### config.mk
export PLATFORM = sky130hd
export DESIGN_NAME = uart_mmio_bridge
export DESIGN_NICKNAME = d
export VERILOG_FILES = /design/src/rtl/uart_mmio_bridge_pkg.sv /design/src/rtl/uart_mmio_bridge_byte_fifo.sv /design/src/rtl/uart_mmio_bridge.sv
export VERILOG_INCLUDE_DIRS = /design/src /design/src/rtl
export SDC_FILE = /design/constraint.sdc
export NUM_CORES = 1
export LEC_CHECK = 0
export BUFFER_PORTS_ARGS = -buffer_cell sky130_fd_sc_hd__buf_2
export CAP_MARGIN = 20
export CORE_AREA = 3 3 155 157
export DETAILED_ROUTE_END_ITERATION = 6
export DIE_AREA = 0 0 158 160
export GPL_TIMING_DRIVEN = 1
export SYNTH_ARGS = -nofsm -noshare
export SYNTH_HDL_FRONTEND = slang
export SYNTH_SLANG_ARGS = --single-unit
export TNS_END_PERCENT = 100
### constraint.sdc
create_clock -name clk -period 2.4 [get_ports clk]
set_input_delay 0.48 -clock clk [delete_from_list [all_inputs] [get_ports clk]]
set_output_delay 0.48 -clock clk [all_outputs]
set_load 0.005 [all_outputs]
### src/rtl/uart_defs.vh
// Shared constants for the UART MMIO bridge: register selects, STATUS bit
// positions and the MMIO addresses the data-memory address decoder matches.
`ifndef UART_DEFS_VH
`define UART_DEFS_VH

localparam logic REG_DATA   = 1'b0;
localparam logic REG_STATUS = 1'b1;

localparam int ST_TX_RDY = 0;
localparam int ST_RX_AVL = 1;
localparam int ST_RX_OVF = 2;
localparam int ST_TX_OVF = 3;

localparam logic [31:0] UART_DATA_ADDR   = 32'hBFD0_03F8;
localparam logic [31:0] UART_STATUS_ADDR = 32'hBFD0_03FC;

`endif

### src/rtl/uart_mmio_bridge_pkg.sv
// Package for the UART MMIO bridge.
// Pulls in the shared register/status definitions and provides the address
// decode helpers used by the data-memory bus mux to generate ce and reg_sel.
package uart_mmio_bridge_pkg;

    `include "uart_defs.vh"

    typedef logic [7:0] byte_t;

    // True when a memory-stage address targets one of the two UART registers.
    function automatic logic addr_hits_uart(input logic [31:0] addr);
        return (addr == UART_DATA_ADDR) || (addr == UART_STATUS_ADDR);
    endfunction

    // Register select for an address already known to hit the UART.
    function automatic logic addr_to_reg_sel(input logic [31:0] addr);
        return (addr == UART_STATUS_ADDR) ? REG_STATUS : REG_DATA;
    endfunction

endpackage

### src/rtl/uart_mmio_bridge_byte_fifo.sv
// byte_fifo: synchronous byte FIFO with occupancy counter.
// Ports:
//   clk, rst (sync, active-low)
//   push, din  : enqueue din when there is room (or a pop frees room)
//   pop        : dequeue head; ignored while empty
//   dout       : current head, combinational from storage
//   empty, full
// Storage is not reset; only pointers and count are.
module byte_fifo #(
    parameter int DEPTH = 8,
    parameter int AW    = $clog2(DEPTH)
) (
    input  logic       clk,
    input  logic       rst,
    input  logic       push,
    input  logic [7:0] din,
    input  logic       pop,
    output logic [7:0] dout,
    output logic       empty,
    output logic       full
);

    logic [7:0]  mem [DEPTH];
    logic [AW-1:0] wr_ptr;
    logic [AW-1:0] rd_ptr;
    logic [AW:0]   count;
    logic          do_push;
    logic          do_pop;

    assign empty = (count == '0);
    assign full  = (count == (AW+1)'(DEPTH));
    assign dout  = mem[rd_ptr];

    // A pop on empty is dropped; a pop on full frees the slot the push needs.
    assign do_pop  = pop & ~empty;
    assign do_push = push & (~full | do_pop);

    always_ff @(posedge clk) begin
        if (!rst) begin
            wr_ptr <= '0;
            rd_ptr <= '0;
            count  <= '0;
        end else begin
            if (do_push) wr_ptr <= wr_ptr + AW'(1);
            if (do_pop)  rd_ptr <= rd_ptr + AW'(1);
            case ({do_push, do_pop})
                2'b10:   count <= count + (AW+1)'(1);
                2'b01:   count <= count - (AW+1)'(1);
                default: count <= count;
            endcase
        end
    end

    always_ff @(posedge clk) begin
        if (rst && do_push) mem[wr_ptr] <= din;
    end

endmodule

### src/rtl/uart_mmio_bridge.sv
// uart_mmio_bridge: CPU word-access front end for the serial port driver.
// Ports:
//   clk, rst (sync, active-low)
//   ce, we, reg_sel, wdata : one bus access per ce cycle (DATA/STATUS)
//   rdata, ack             : registered response, one cycle after ce
//   irq                    : RX FIFO non-empty
//   tx_data, tx_req, tx_ack: TX FIFO head handshake to the driver
//   rx_data, rx_valid      : received byte strobe from the driver
module uart_mmio_bridge
    import uart_mmio_bridge_pkg::*;
#(
    parameter int DEPTH = 8,
    parameter int AW    = $clog2(DEPTH)
) (
    input  logic        clk,
    input  logic        rst,
    input  logic        ce,
    input  logic        we,
    input  logic        reg_sel,
    input  logic [31:0] wdata,
    output logic [31:0] rdata,
    output logic        ack,
    output logic        irq,
    output logic [7:0]  tx_data,
    output logic        tx_req,
    input  logic        tx_ack,
    input  logic [7:0]  rx_data,
    input  logic        rx_valid
);

    logic        data_wr;
    logic        data_rd;
    logic        stat_rd;
    logic        tx_empty;
    logic        tx_full;
    logic        rx_empty;
    logic        rx_full;
    byte_t       rx_head;
    logic        tx_ovf;
    logic        rx_ovf;
    logic        tx_ovf_set;
    logic        rx_ovf_set;
    logic [31:0] status_word;
    logic        unused_wdata_hi;

    assign unused_wdata_hi = ^wdata[31:8];

    assign data_wr = ce &  we & (reg_sel == REG_DATA);
    assign data_rd = ce & ~we & (reg_sel == REG_DATA);
    assign stat_rd = ce & ~we & (reg_sel == REG_STATUS);

    byte_fifo #(.DEPTH(DEPTH), .AW(AW)) u_tx_fifo (
        .clk   (clk),
        .rst   (rst),
        .push  (data_wr),
        .din   (wdata[7:0]),
        .pop   (tx_ack),
        .dout  (tx_data),
        .empty (tx_empty),
        .full  (tx_full)
    );

    byte_fifo #(.DEPTH(DEPTH), .AW(AW)) u_rx_fifo (
        .clk   (clk),
        .rst   (rst),
        .push  (rx_valid),
        .din   (rx_data),
        .pop   (data_rd),
        .dout  (rx_head),
        .empty (rx_empty),
        .full  (rx_full)
    );

    assign tx_req = ~tx_empty;
    assign irq    = ~rx_empty;

    // A pop in the same cycle frees a slot on a full FIFO, so no overflow then.
    assign tx_ovf_set = data_wr  & tx_full & ~tx_ack;
    assign rx_ovf_set = rx_valid & rx_full & ~data_rd;

    always_comb begin
        status_word            = '0;
        status_word[ST_TX_RDY] = ~tx_full;
        status_word[ST_RX_AVL] = ~rx_empty;
        status_word[ST_RX_OVF] = rx_ovf;
        status_word[ST_TX_OVF] = tx_ovf;
    end

    always_ff @(posedge clk) begin
        if (!rst) begin
            ack    <= 1'b0;
            rdata  <= '0;
            tx_ovf <= 1'b0;
            rx_ovf <= 1'b0;
        end else begin
            ack <= ce;
            // A new overflow in the clearing cycle keeps the flag set.
            tx_ovf <= tx_ovf_set | (tx_ovf & ~stat_rd);
            rx_ovf <= rx_ovf_set | (rx_ovf & ~stat_rd);
            if (data_rd)
                rdata <= rx_empty ? 32'h0 : {24'h0, rx_head};
            else if (stat_rd)
                rdata <= status_word;
        end
    end

endmodule

## Word level (Yosys, flattened, before mapping)

Memory sizes are Yosys's and may differ from the RTL's. A register that Yosys moved wholly into a read port is not among the register bits.
Cells that the tools add are included.
Widths: inputs -> output; s select.

- Register bits: 55
- Memory bits (writable): 128
- Input bits: 47
- Output and inout bits: 43
- Logic and storage cells: 74
- Memories: 2

Memories:

| name | words | bits a word | rd ports | clocked after Yosys merged registers in | wr ports | RTL line | text |
|---|---|---|---|---|---|---|---|
| u_rx_fifo.mem | 8 | 8 | 1 | 1 | 1 | uart_mmio_bridge_byte_fifo.sv:23 | `logic [7:0] mem [DEPTH];` |
| u_tx_fifo.mem | 8 | 8 | 1 | 1 | 1 | uart_mmio_bridge_byte_fifo.sv:23 |  |

- Add/subtract/negate cells: 8
- Equal/unequal tests: 6
- Muxes and demuxes: 13
- Bitwise operators: 28
- Reduce and logical (&&, ||, !) cells: 7

Operator list:

| kind | count |
|---|---|
| $mux 32 | 2 |
| $pmux 4 s2 | 2 |
| $and 1x1->1 | 15 |
| $add 3x1->3 const B | 4 |
| $mux 3 | 4 |
| $not 1->1 | 9 |
| $add 4x1->4 const B | 2 |
| $eq 4x4->1 const B | 2 |
| $logic_not 4->1 | 2 |
| $mux 8 | 1 |
| $sub 4x1->4 const B | 2 |
| $reduce_bool 2->1 | 3 |
| $eq 2x1->1 const B | 2 |
| $eq 2x2->1 const B | 2 |
| $mux 1 | 4 |
| $or 1x1->1 | 4 |
| $logic_and 1x1->1 | 2 |

## Depth between registers and ports, before layout

Gate-level depths: netlist (run 1).

- Depth after elaboration: 9
- Mapped depth: 11
- Depth with buffers taken out: 10

## By module

Synthesis (run 1) repeated with hierarchy kept, for this count alone.

- Cell total of the unflattened synthesis: 431
- Area, all modules: 7106.8 um^2

Modules (own cells, without submodules):

| module | instances | cells each | area an instance (um^2) | sequential area each (um^2) |
|---|---|---|---|---|
| byte_fifo (u_tx_fifo) | 1 | 178 | 3216.8 | 2182.1 |
| byte_fifo (u_rx_fifo) | 1 | 177 | 3210.6 | 2182.1 |
| uart_mmio_bridge | 1 | 76 | 679.4 | 220.2 |

## Worst setup path before layout (run 1)

Ideal clock, no wire load.

- Path kind: input to register
- Start: in we
- End: reg u_rx_fifo.count[2]
- Library setup time: 0.118 ns
- Data arrival time: 2.502 ns
- Data required time: 2.282 ns
- Setup slack: -0.220 ns
- Stages on the path: 10
- Path buffers: 2
- Cells stage by stage: or3b_1 buf_2 a21boi_2 inv_1 ha_1 clkbuf_1 nor2_1 a22o_1 a311o_1 mux2i_1

- Longest elaborated chain between the ends: 8
- Elaborated cells between the ends (all ways): 10
- Classes of those cells: 2 x eq/ne; 1 x mux; 6 x bitwise; 1 x reduce/logical

RTL lines:

| element | RTL line | text |
|---|---|---|
| from (decl) | uart_mmio_bridge.sv:18 | `input logic we,` |
| $not 1->1 * | uart_mmio_bridge.sv:49 | `assign data_rd = ce & ~we & (reg_sel == REG_DATA);` |
| $and 1x1->1 * (2 in series) | uart_mmio_bridge.sv:49 |  |
| $and 1x1->1 * | uart_mmio_bridge_byte_fifo.sv:35 | `assign do_pop = pop & ~empty;` |
| $or 1x1->1 | uart_mmio_bridge_byte_fifo.sv:36 | `assign do_push = push & (~full \| do_pop);` |
| $and 1x1->1 | uart_mmio_bridge_byte_fifo.sv:36 |  |
| $eq 2x1->1 / $eq 2x2->1 (equally long branches) | uart_mmio_bridge_byte_fifo.sv:46 | `case ({do_push, do_pop})` |
| $pmux 4 s2 / $reduce_bool 2->1 (equally long branches) | - |  |
| to (signal assigned) | uart_mmio_bridge_byte_fifo.sv:47 | `2'b10: count <= count + (AW+1)'(1);` |
| to (signal assigned) | uart_mmio_bridge_byte_fifo.sv:48 | `2'b01: count <= count - (AW+1)'(1);` |
| to (signal assigned) | uart_mmio_bridge_byte_fifo.sv:49 | `default: count <= count;` |
| to (decl) | uart_mmio_bridge_byte_fifo.sv:26 | `logic [AW:0] count;` |

Mark *: on every way between the ends. The rest lies on a longest branch, timed or not.
A chain may end at the register's enable or synchronous reset.

## Worst setup path after layout (run 1)

- Start: reg u_tx_fifo.count[1]
- End: reg u_tx_fifo.count[2]

- Longest elaborated chain between the ends: 7
- Elaborated cells between the ends (all ways): 13
- Classes of those cells: 2 x add/sub; 3 x eq/ne; 1 x mux; 5 x bitwise; 2 x reduce/logical

RTL lines:

| element | RTL line | text |
|---|---|---|
| from (decl) | uart_mmio_bridge_byte_fifo.sv:26 |  |
| from (signal assigned) | uart_mmio_bridge_byte_fifo.sv:47 |  |
| from (signal assigned) | uart_mmio_bridge_byte_fifo.sv:48 |  |
| from (signal assigned) | uart_mmio_bridge_byte_fifo.sv:49 |  |
| $logic_not 4->1 | uart_mmio_bridge_byte_fifo.sv:30 | `assign empty = (count == '0);` |
| $not 1->1 | uart_mmio_bridge_byte_fifo.sv:35 |  |
| $and 1x1->1 | uart_mmio_bridge_byte_fifo.sv:35 |  |
| $or 1x1->1 | uart_mmio_bridge_byte_fifo.sv:36 |  |
| $and 1x1->1 | uart_mmio_bridge_byte_fifo.sv:36 |  |
| $eq 2x1->1 / $eq 2x2->1 (equally long branches) | uart_mmio_bridge_byte_fifo.sv:46 |  |
| $pmux 4 s2 / $reduce_bool 2->1 (equally long branches) | - |  |

Several ways; a longest one is shown, not always the timed one.

==> flow_summary.ini, run 1 <==
[worst_setup_path]
max_stage_delay_ps = 570
critPathMostFrequentCell = xor2_1
path_cells = or4b_4 > o211ai_4 > ha_4 > xor2_1 > ha_2 > a21oi_2 > xor2_1 > or3_1 > a21oi_1
cp.required_ps = 2760
slowest_stage = or4b_4
r2r_cells = 9
crit_family = simple AND/OR/NAND/NOR gates
critical_path_class = flop to flop
cp-endpoint = u_tx_fifo.count[2]
critPathCaptureType = flop
path_buf_inv = 0
worstPathMaxFanout = 4
crit-reg2reg-launch = u_tx_fifo.count[1]
startpoint_type = flop
cp.depth = 9
startpoint = u_tx_fifo.count[1]
r2r_end = u_tx_fifo.count[2]
worstPathArrival_ps = 2740
r2r_slack_ps = 20

[route]
drc_errors = 0
drt-total-wl_mm = 13.65
firstDrtPassIters = 4
viasPerCell = 4.677
wl_per_cell_um = 16.86
ant_nets = 0
drtIter0Drc = 165
vias = 3788

[grt]
grt_max_degree = 23
grt_usage_pct = 10.94
grt_pass1_wl_mm = 20.87
antenna_found_initial = 0
grt_remaining_overflow = 0
grt_pass1_vias = 3885

[placed_design]
place.detailed.hpwl_mm = 9.002
portBuffers = 41
gp_congestion = 0.7620

[logic_synthesis]
yosys_warnings = 0
ys_seq_area_share_pct = 67.78
syn_area_mm2 = 0.006764
ys_types = 46
syn_avg_cell_area_um2 = 16.07
synthCells = 421
ys_ff_latch = 165

[timing]
worstMarginPinSlew_ps = 563.5
hold_viol_final = 0
finalSetupViolCount = 0
fmax_mhz = 419.5
relSlewSlack_pct = 62.38
period_share_pct = 99.33
fin_worst_skew_ps = 10.43
fin_crit_ps = 2384
finalMaxSlewViolations = 0
rsz0062_at_grt = yes

[layout]
final_util_pct = 36.47
area_delta_synth_final_pct = 22.07
fillers = 2100
drive_gt1_share_pct = 34.35
final_nets = 569

[die]
initial_utilization_pct = 29.88
die_area_mm2 = 0.02528
fp.dieH_um = 160
rows = 55
core-area_mm2 = 0.02264
io_pins = 90
die_w_um = 158

[clock_network]
cts_max_path_buffers = 2
cts_tree = done
clkTransAtPathRegs_ps = 60
cts_max_level = 4
cts_buffers = 17
clock_sinks = 165
cts-root-buf = clkbuf_16
clock_latency_ps = 420

[power_and_ir_drop]
seqPwrFrac_pct = 46.7
power_mw = 6.921
swShare_pct = 24.28
clockPowerShare_pct = 36.7
power.internal_mw = 5.240
irDropWorstVdd_mv = 0.4873
power_leakage_nw = 2.861
switchingPower_mw = 1.680
comb_power_share_pct = 16.6
power_density_mw_per_mm2 = 838.2

[min_path]
holdCritStartpoint = rx_data[3]
hold_class = primary input to flop

[status]
outcome = finished clean

[run]
maxCapViolCount = 0
==> worst reg2reg max path: cells and delay by family (launching register included) <==
kind                       cells  cell delay [ps]
AOI/OAI and AO/OA              3              420
xor gates and xnor gates       2              300
adders and majority gates      2              390
DFF                            1              340
and+or+nand+nor                2              870
==> worst min-delay path by stage <==
stage                                endpoint  slack (ps)  depth (start not counted)
after CTS                 u_rx_fifo.mem[1][3]         300                          1
after global routing      u_rx_fifo.mem[1][5]         310                          1
after detailed placement             rdata[6]         460                          2
final                     u_rx_fifo.mem[1][3]         310                          1
after floorplan            u_tx_fifo.count[3]         450                          2
after global placement               rdata[6]         470                          2
==> power groups by stage <==
stage               combinational [mW]  clock, mW  sequential, mW
floorplan                        0.665          0            3.25
global placement                 0.944          0            3.27
detailed placement               0.981          0            3.27
CTS                               1.04       2.60            3.23
global route                      1.26       2.72            3.24
finish                            1.15       2.54            3.23
==> per-layer routing <==
metal	routed length [um]	share of wire [%]	vias up	track usage, %
li1	-	-	1760	-
met4	263	1.9	0	3.872
met2	6962	51	98	18.48
met3	786	5.8	19	3.089
met1	5642	41	1911	13.35
met5	0	0	-	0
==> cells in the mapped netlist, drive strengths merged <==
master / instances / share of area (%)
nand4: 1 / 0.093
xnor2: 2 / 0.26
a21oi: 8 / 0.59
a22o: 1 / 0.13
nand2: 24 / 1.3
nand3b: 1 / 0.11
a21boi: 1 / 0.17
conb: 1 / 0.055
or3b: 2 / 0.26
nor2b: 3 / 0.28
o21ai: 7 / 0.52
nand2b: 11 / 1.0
o211ai: 6 / 0.74
and2: 1 / 0.093
mux2: 9 / 1.5
dfxtp: 37 / 11
or3: 3 / 0.28
a32o: 1 / 0.15
a311oi: 1 / 0.13
a211oi: 1 / 0.11
clkbuf: 10 / 0.55
or4: 1 / 0.11
inv: 6 / 0.33
nor2: 27 / 1.5
o311ai: 2 / 0.26
ha: 9 / 1.7
o22ai: 5 / 0.46
nand3: 5 / 0.37
a311o: 1 / 0.15
mux2i: 12 / 1.8
edfxtp: 128 / 57
o2111ai: 1 / 0.13
xor2: 9 / 1.2
mux4: 32 / 11
a31oi: 4 / 0.37
nor3b: 3 / 0.33
nor4: 1 / 0.18
buf: 32 / 3.2
nor3: 9 / 0.67
nor4b: 2 / 0.26
or4b: 1 / 0.20
==> per-stage QoR <==
step / setup slack, ps / hold slack (ps) / std cells / cell area [um^2] / TNS [ps]
6_report: 16.13 / 312.4 / 810 / 8257 / 0
5_1_grt: -79.81 / 309.8 / 809 / 8254 / -151.6
4_1_cts: -0.7283 / 297.6 / 803 / 8148 / -0.7283
3_5_place_dp: -254.7 / 463.4 / 772 / 7557 / -446.1
2_1_floorplan: -66.80 / 450.4 / 444 / 6919 / -127.3
3_3_place_gp: -206.5 / 465.4 / 772 / 7557 / -368.6
==> cells by family after synthesis <==
logic type | Yosys count | share of synthesized area [%]
mux | 53 | 13.93
other cells | 1 | 0.05544
xor+xnor | 11 | 1.424
buf+inv | 48 | 4.125
simple gates | 95 | 7.122
flops | 165 | 67.78
compound gates | 39 | 3.903
fa+ha+maj | 9 | 1.665
==> final cells by class <==
class | count | area, um^2 | share of cell area [%]
flip-flops and latches | 165 | 4594 | 55.64
repair buffers | 92 | 651.9 | 7.895
inverters | 6 | 22.52 | 0.2728
multi-input cells | 231 | 2079 | 25.19
diodes | 1 | 2.502 | 0.03031
clock inverters | 13 | 123.9 | 1.500
clock buffers | 17 | 425.4 | 5.152
well taps | 285 | 356.6 | 4.319
==> flip-flops by register name (all words and copies together) (netlist names), named ones only <==
register,flops
rx_ovf,1
ack,1
tx_ovf,1
u_rx_fifo.count,4
u_tx_fifo.wr_ptr,3
u_tx_fifo.count,4
u_rx_fifo.wr_ptr,3
u_tx_fifo.mem,64
u_rx_fifo.mem,64
u_tx_fifo.rd_ptr,3
u_rx_fifo.rd_ptr,3
rdata,8
==> cell usage in the layout, fill, tap and decap left out, drive strengths merged, types with 2 or more instances in the layout <==
cell / netlist / routed
edfxtp: 128 / 128
buf: 32 / 92
dfxtp: 37 / 37
mux4: 32 / 32
nor2: 27 / 27
nand2: 24 / 24
conb: 1 / 24
clkbuf: 10 / 17
mux2i: 12 / 12
nand2b: 11 / 11
inv: 6 / 11
xor2: 9 / 9
nor3: 9 / 9
mux2: 9 / 9
ha: 9 / 9
a21oi: 8 / 8
o21ai: 7 / 7
o211ai: 6 / 6
nand3: 5 / 5
o22ai: 5 / 5
clkinv: 0 / 5
a31oi: 4 / 4
nor2b: 3 / 3
or3: 3 / 3
nor3b: 3 / 3
xnor2: 2 / 2
o311ai: 2 / 2
clkinvlp: 0 / 2
or3b: 2 / 2
nor4b: 2 / 2
==> what timing repair did <==
action,4_1_cts,5_1_grt
pin swaps,0,7
setup buffers,0,6
endpoints found under the setup margin,8,10
gates cloned,1,0
hold buffers,0,0
gates resized for setup,5,15
(Power assumes the default switching activity.)
==> run 2: changes to the inputs <==
--- a/config.mk
+++ b/config.mk
@@ -8,11 +8,13 @@
 export LEC_CHECK = 0
 export BUFFER_PORTS_ARGS = -buffer_cell sky130_fd_sc_hd__buf_2
 export CAP_MARGIN = 20
-export CORE_AREA = 3 3 155 157
+export CORE_AREA = 3 3 158 160
+export CTS_CLUSTER_SIZE = 12
 export DETAILED_ROUTE_END_ITERATION = 6
-export DIE_AREA = 0 0 158 160
+export DIE_AREA = 0 0 161 163
 export GPL_TIMING_DRIVEN = 1
 export SYNTH_ARGS = -nofsm -noshare
 export SYNTH_HDL_FRONTEND = slang
+export SYNTH_HIERARCHICAL = 1
 export SYNTH_SLANG_ARGS = --single-unit
 export TNS_END_PERCENT = 100
==> flow_summary.ini, run 2 <==
[status]
outcome = finished clean

[placed_design]
dpl.cell_count = 813
gp_congestion = 0.7762
place.detailed.hpwl_mm = 9.340
portBuffers = 41

[route]
viasPerCell = 4.499
drc_errors = 0
vias = 3824
wl_per_cell_um = 16.64
ant_nets = 0
drtIter0Drc = 244
firstDrtPassIters = 4
drt-total-wl_mm = 14.14

[clock_network]
cts_tree = done
cts-root-buf = clkbuf_16
clkTransAtPathRegs_ps = 70
clock_latency_ps = 410
hold_buffers = 0
clock_sinks = 165
cts_buffers = 17
cts_max_path_buffers = 2
cts_max_level = 4

[logic_synthesis]
syn_avg_cell_area_um2 = 16.49
synthCells = 431
syn_area_mm2 = 0.007107
synth_commonest_cells = edfxtp_1 (128), dfxtp_1 (37), nor2_1 (31)
ys_ff_latch = 165
ys_types = 52
async_flop_share_pct = 0
yosys_warnings = 6
synth_area_leaders = edfxtp_1 (54%), dfxtp_1 (10%), mux4_1 (7.8%), mux4_2 (3.5%), buf_4 (2.7%)
ys_seq_area_share_pct = 64.51
synth_top_area_cell = edfxtp_1
ys.flop_type = edfxtp_1
synth_most_common_cell = edfxtp_1
synth-edff-count = 128
synth_top_area_share_pct = 54.08

[die]
fp.dieH_um = 163
die_area_mm2 = 0.02624
io_pins = 90
rows = 56
core-area_mm2 = 0.02354
die_w_um = 161
initial_utilization_pct = 30.19

[layout]
final_util_pct = 36.36
area_delta_synth_final_pct = 20.46
layout_commonest_cell = edfxtp_1
final_nets = 573
reg_top3 = u_rx_fifo/mem x64, u_tx_fifo/mem x64, rdata x8
mostFrequentLayoutCells = edfxtp_1 (128), buf_4 (43), buf_2 (37)
fillers = 2281
drive_gt1_share_pct = 34.22
final_cells = 850

[worst_setup_path]
r2r_slack_ps = 90
critPathCaptureType = primary output
critical_path_class = flop to primary output
worstPathArrival_ps = 1860
startpoint_type = flop
r2r_end = u_tx_fifo/count[3]
cp.required_ps = 1920
crit-reg2reg-launch = u_tx_fifo/count[1]
r2r_cells = 9
worstPathMaxFanout = 8

[timing]
finalSetupViolCount = 0
rsz0062_at_grt = yes
finalMaxSlewViolations = 0
hold_viol_final = 0
fmax_mhz = 427.9
fin_worst_skew_ps = 7.058
period_share_pct = 97.38
worstMarginPinSlew_ps = 592.9
relSlewSlack_pct = 60.42
fin_crit_ps = 2337
holdWs_ps = 324.8

[grt]
grt_usage_pct = 11.16
grt_pass1_vias = 4081
grt_remaining_overflow = 0
grt_max_degree = 17
grt_pass1_wl_mm = 22.19
antenna_found_initial = 2

[min_path]
hold_class = primary input to flop
holdCritStartpoint = rx_data[5]
hold_depth = 1
min_to = u_rx_fifo/mem[1][5]

[power_and_ir_drop]
power_leakage_nw = 2.985
irDropWorstVdd_mv = 0.5668
power_mw = 7.513
power_density_mw_per_mm2 = 877.6

[run]
maxCapViolCount = 0
## run 2: layout make-up
class,count,area [um^2],share of cell area [%]
Antenna cell,2,5.005,0.05846
Clock buffer,18,429.2,5.013
Clock inverter,14,165.2,1.929
Inverter,14,52.55,0.6139
Multi-Input combinational cell,232,2320,27.10
Sequential cell,165,4589,53.61
Tap cell,319,399.1,4.662
Timing Repair Buffer,86,600.6,7.015
## run 2: worst max-delay path by stage
stage	startpoint	end	slack, ps	cells past startpoint
after detailed placement	u_rx_fifo/count[0]	u_rx_fifo/count[3]	-4	9
final	flop	tx_data[2]	60	4
after global routing	u_tx_fifo/count[1]	u_tx_fifo/count[3]	-10	9
after global placement	u_rx_fifo/count[0]	u_rx_fifo/count[3]	40	9
after CTS	u_rx_fifo/count[0]	u_rx_fifo/count[3]	10	9
after floorplan	we	u_rx_fifo/mem[1][0]	-140	6
## run 2: what timing repair did
action	4_1_cts	5_1_grt
pin swaps	1	5
gates resized for setup	15	14
setup buffers	1	1
cloned	1	0
setup endpoints to repair	10	9
## run 2: worst max-delay path, stage by stage (launching register included)
cell and delay [ps]:
dfxtp_4 390, buf_12 150, mux4_2 500, mux2_4 290
buf_6 120
## run 2: metrics by stage
stage | setup slack [ps] | cell area, um^2 | TNS (ps)
floorplan | -141.1 | 7271 | -2258
global placement | 42.14 | 7873 | 0
detailed placement | -3.926 | 7873 | -3.926
CTS | 9.531 | 8474 | 0
global route | -12.79 | 8561 | -36.82
finish | 62.86 | 8561 | 0
## run 2: routing by layer
metal,share of wire (%),vias up,GRT usage (%)
li1,-,1801,-
met1,41,1931,12.77
met2,54,74,20.46
met3,3.5,18,2.467
met4,1.7,0,4.067
met5,0,-,0
## run 2: power breakdown
group	total [mW]	leakage, nW	switching, mW	internal (mW)
combinational	1.54	1.24	0.733	0.809
sequential	3.26	1.46	0.0824	3.18
clock	2.71	0.285	1.15	1.56
total	7.51	2.99	1.96	5.55
## run 2: logic make-up after synthesis
kind of cell	count (synthesis)	share of synthesized area [%]
xor+xnor	14	1.725
fa+ha+maj	10	1.972
simple gates	87	6.567
compound gates	45	5.440
mux	52	14.35
flops	165	64.51
buf+inv	57	5.387
other cells	1	0.05277
